[config.mk]
export PLATFORM = sky130hd
export DESIGN_NAME = countdown_timer
export DESIGN_NICKNAME = d
export VERILOG_FILES = /design/src/rtl/countdown_timer.sv
export SDC_FILE = /design/constraint.sdc
export NUM_CORES = 1
export LEC_CHECK = 0
export ABC_AREA = 1
export BUFFER_PORTS_ARGS = -buffer_cell sky130_fd_sc_hd__buf_4
export CORE_UTILIZATION = 40
export DETAILED_ROUTE_END_ITERATION = 8
export PLACE_DENSITY = 0.66
export SLEW_MARGIN = 20
export SYNTH_ARGS = -nofsm -noshare
export SYNTH_HDL_FRONTEND = slang
export SYNTH_SLANG_ARGS = --single-unit
[constraint.sdc]
create_clock -name clk -period 4.79 [get_ports clk]
set_clock_uncertainty 0.15 [all_clocks]
set_input_delay 0.7185 -clock clk [delete_from_list [all_inputs] [get_ports clk]]
set_output_delay 0.7185 -clock clk [all_outputs]
set_load 0.05 [all_outputs]
[src/rtl/countdown_timer.sv]
// Programmable down-counting timer with pause/resume and optional auto-reload.
// Loads a (saturated) value, decrements once per clock while running, and
// pulses expired for one cycle on the edge where the count reaches zero.
module countdown_timer #(
    parameter int unsigned              DATA_WIDTH = 16,
    parameter logic [DATA_WIDTH-1:0]    MAX_LOAD   = '1
) (
    input  logic                    clk,
    input  logic                    resetn,
    input  logic                    load,
    input  logic [DATA_WIDTH-1:0]   load_value,
    input  logic                    start,
    input  logic                    stop,
    input  logic                    auto_reload,
    output logic [DATA_WIDTH-1:0]   count,
    output logic                    running,
    output logic                    expired
);

    typedef enum logic [1:0] {
        IDLE   = 2'd0,
        RUN    = 2'd1,
        PAUSED = 2'd2
    } state_t;

    state_t                 state;
    logic [DATA_WIDTH-1:0]  reload_reg;
    logic [DATA_WIDTH-1:0]  load_sat_c;
    logic                   dec_en_c;

    // Clamp the requested load value to the largest accepted value
    always_comb begin
        load_sat_c = load_value;
        if (load_value > MAX_LOAD) begin
            load_sat_c = MAX_LOAD;
        end
    end

    // Decrement on this edge: already running, or a start from IDLE/PAUSED with a nonzero count
    always_comb begin
        dec_en_c = 1'b0;
        if (!load && !stop) begin
            if (state == RUN) begin
                dec_en_c = 1'b1;
            end else if (start && (count != '0)) begin
                dec_en_c = 1'b1;
            end
        end
    end

    // Timer state machine: priority is load > stop > start > decrement
    always_ff @(posedge clk or negedge resetn) begin
        if (!resetn) begin
            state      <= IDLE;
            count      <= '0;
            reload_reg <= '0;
            running    <= 1'b0;
            expired    <= 1'b0;
        end else begin
            expired <= 1'b0;
            if (load) begin
                count      <= load_sat_c;
                reload_reg <= load_sat_c;
                state      <= IDLE;
                running    <= 1'b0;
            end else if (stop) begin
                if (state == RUN) begin
                    state   <= PAUSED;
                    running <= 1'b0;
                end
            end else if (dec_en_c) begin
                if (count == DATA_WIDTH'(1)) begin
                    // Terminal edge: either restart the period or fall back to idle
                    expired <= 1'b1;
                    if (auto_reload) begin
                        count   <= reload_reg;
                        state   <= RUN;
                        running <= 1'b1;
                    end else begin
                        count   <= '0;
                        state   <= IDLE;
                        running <= 1'b0;
                    end
                end else if (count == '0) begin
                    // Never decrement from zero; a zero count cannot keep running
                    state   <= IDLE;
                    running <= 1'b0;
                end else begin
                    count   <= count - DATA_WIDTH'(1);
                    state   <= RUN;
                    running <= 1'b1;
                end
            end
        end
    end

endmodule

==> metrics <==
status=finished, final reports clean; number of diodes=0; GP Congestion=~0.94; CTS Buf Count=5; register area share after synthesis=about two fifths; Tmin final=between 2 and 2.5 ns; Crit. End Element=register; Starting Density=41.5%; CTS tree=yes; Power Density=between 300 and 400 nW/um^2; Synth Net Count=about 330; setup tns final=0 ns; Critical Path Source Type=register; Final Cycle Share=44.5%; Max-slew headroom=a little under half; clk root buf=clkbuf_8; clk buf depth=2; Post-synth EDFFs=0; r2r setup slk=approximately 2.7 ns; initial antenna violation count=0; Worst Hold Slack=between 0.2 and 0.25 ns; critical path type=register to register; number of global-route vias before repair=between 1500 and 2000; IO Pins=40; cts-stage hold buffer count=0; Filler cells=527; Critical Path AT=around 2.2 ns; Routed Antenna Nets=0; vias per cell=4.80; CP required=4.87 ns; commonest cells after routing, fill and taps aside=nand2_1 (111), buf_4 (39), inv_1 (35), dfrtp_1 (35), o21ai_0 (29); Post-CTS Setup Inserts=0; layout cells sized above 1=approximately a fifth; Syn-to-layout area delta=19.7%; die height=roughly 75 um; Avg WL per Cell=about 12 um; Die ar.=approximately 5600 sq um; # setup viols final=0; worst vdd ir=roughly 0.23 mV; Leak=around 0.0014 uW; ys flop type=dfrtp_1; Fin. Hold Viols=0; RSZ-0062 raised after global routing=false; Mapped Avg Cell Area=slightly above 7 sq um; Peak Freq=about 0.47 GHz; drt pass-1 iters=4; CTS H-tree lvls=2; GRT overflow=0; drt initial violations=about 120; most common cell after layout, fill and taps aside=nand2_1; PostCTS Resize Cnt=0; Rows=26; Total Wirelength=5020 um; synth warn=0; Slew Limit Fails=0; cell area after synthesis=2120 sq um; hpwl dp=between 3000 and 4000 um; Core ar.=just over 5000 sq um; FFs w/ async S/R, synth=100%; layout net count=around 360; vias=roughly 2000; unique cell type count in the Yosys netlist=30; residual DRC count=0; first-pass GRT wire length=around 8500 um; clk_lat worst skew=just under 0.3 ns; DIE WIDTH=roughly 75 um; buffers added on ports=39; largest net degree at the start of global routing=36; Mapped Cells=around 300; maxcap violations=0; post-synthesis register bit count=35; Tightest Pin Transition=between 0.7 and 0.8 ns; Critical Path Fanout Max=11; count of clock tree sinks=35; HP Class=input pin to async pin; clk slew on worst S/H paths=0.08 ns; GRT Total Usage=20.6%
-- layer usage --
| layer | track usage (%) | part of all wire [%] | vias to the layer above | routed length, um |
|---|---|---|---|---|
| li1 | - | - | 1020 | - |
| met1 | 26.8 | 48 | 890 | 2410 |
| met2 | 32.6 | 45 | 46 | 2260 |
| met3 | 4.95 | 4.6 | 10 | 232 |
| met4 | 9.22 | 2.3 | 0 | 116 |
| met5 | 0 | 0 | - | 0 |
-- cell usage after synthesis, types with 2 or more instances --
library cell	count	share of area [%]
nand2_1	111	20
dfrtp_1	35	41
inv_1	35	6.2
o21ai_0	29	6.8
nor2_1	27	4.8
nand3_1	17	4.0
o21ai_2	7	2.9
a21oi_1	3	0.71
clkbuf_1	3	0.53
ha_1	3	1.8
nand2_2	3	0.89
nand2_4	3	1.6
nand4_1	3	0.89
nor2_2	3	0.89
buf_2	2	0.47
buf_6	2	1.1
nand3_2	2	0.94
-- cells by family (layout without fill, tap and decap cells) --
kind of cell | Yosys count | after routing | synth area share, %
buf+inv | 44 | 83 | 8.62
fa+ha+maj | 3 | 3 | 1.77
compound gates | 44 | 44 | 12.5
flops | 35 | 35 | 41.3
xor+xnor | 1 | 1 | 0.413
simple gates | 174 | 174 | 35.4
-- worst max-delay path: stages, from the launching register on --
cell     delay [ns]
dfrtp_1        0.45
ha_1           0.24
nand2_1        0.08
nor2_2         0.06
a21oi_1        0.63
nand2_1        0.13
o21ai_0        0.20
nand2_1        0.07
nand2_1        0.06
-- layout make-up --
class,instances,area [sq um],area share (%)
repair buffers,39,293,11.5
well taps,70,87.6,3.45
flip-flops and latches,35,876,34.5
inverters,36,135,5.33
clock inverters,3,15.0,0.592
clock buffers,5,68.8,2.71
multi-input cells,222,1060,41.8
-- where the power goes --
part | total, uW | switching, uW | internal [uW] | leakage, uW
logic | 300 | 206 | 93.8 | 0.000868
clock network | 212 | 112 | 99.5 | 0.0000477
registers | 364 | 35.3 | 329 | 0.000436
-- path summary, 6_finish.rpt --
check / from / endpoint / cells after the start
setup reg to reg: count[0]$_DFFE_PN0P_ / count[10]$_DFFE_PN0P_ / 8
hold reg to reg: reload_reg[6]$_DFFE_PN0P_ / reload_reg[6]$_DFFE_PN0P_ / 2
max in group asynchronous: resetn / count[15]$_DFFE_PN0P_ / 1
hold / removal: resetn / count[10]$_DFFE_PN0P_ / 1
min in group clk: reload_reg[6]$_DFFE_PN0P_ / reload_reg[6]$_DFFE_PN0P_ / 2
setup / recovery: count[0]$_DFFE_PN0P_ / count[10]$_DFFE_PN0P_ / 8
-- stage by stage --
step | cells | power (uW) | area [sq um] | utilization, % | setup WS [ns]
after global routing | 410 | 937 | 2540 | 49.7 | 2.50
after global placement | 402 | 667 | 2450 | 48.0 | 2.54
after floorplan | 301 | 579 | 2120 | - | 2.74
after CTS | 410 | 885 | 2540 | 49.7 | 2.65
after detailed placement | 402 | 671 | 2450 | 48.0 | 2.53
final | 410 | 876 | 2540 | 49.7 | 2.66
(Power assumes the default switching activity.)
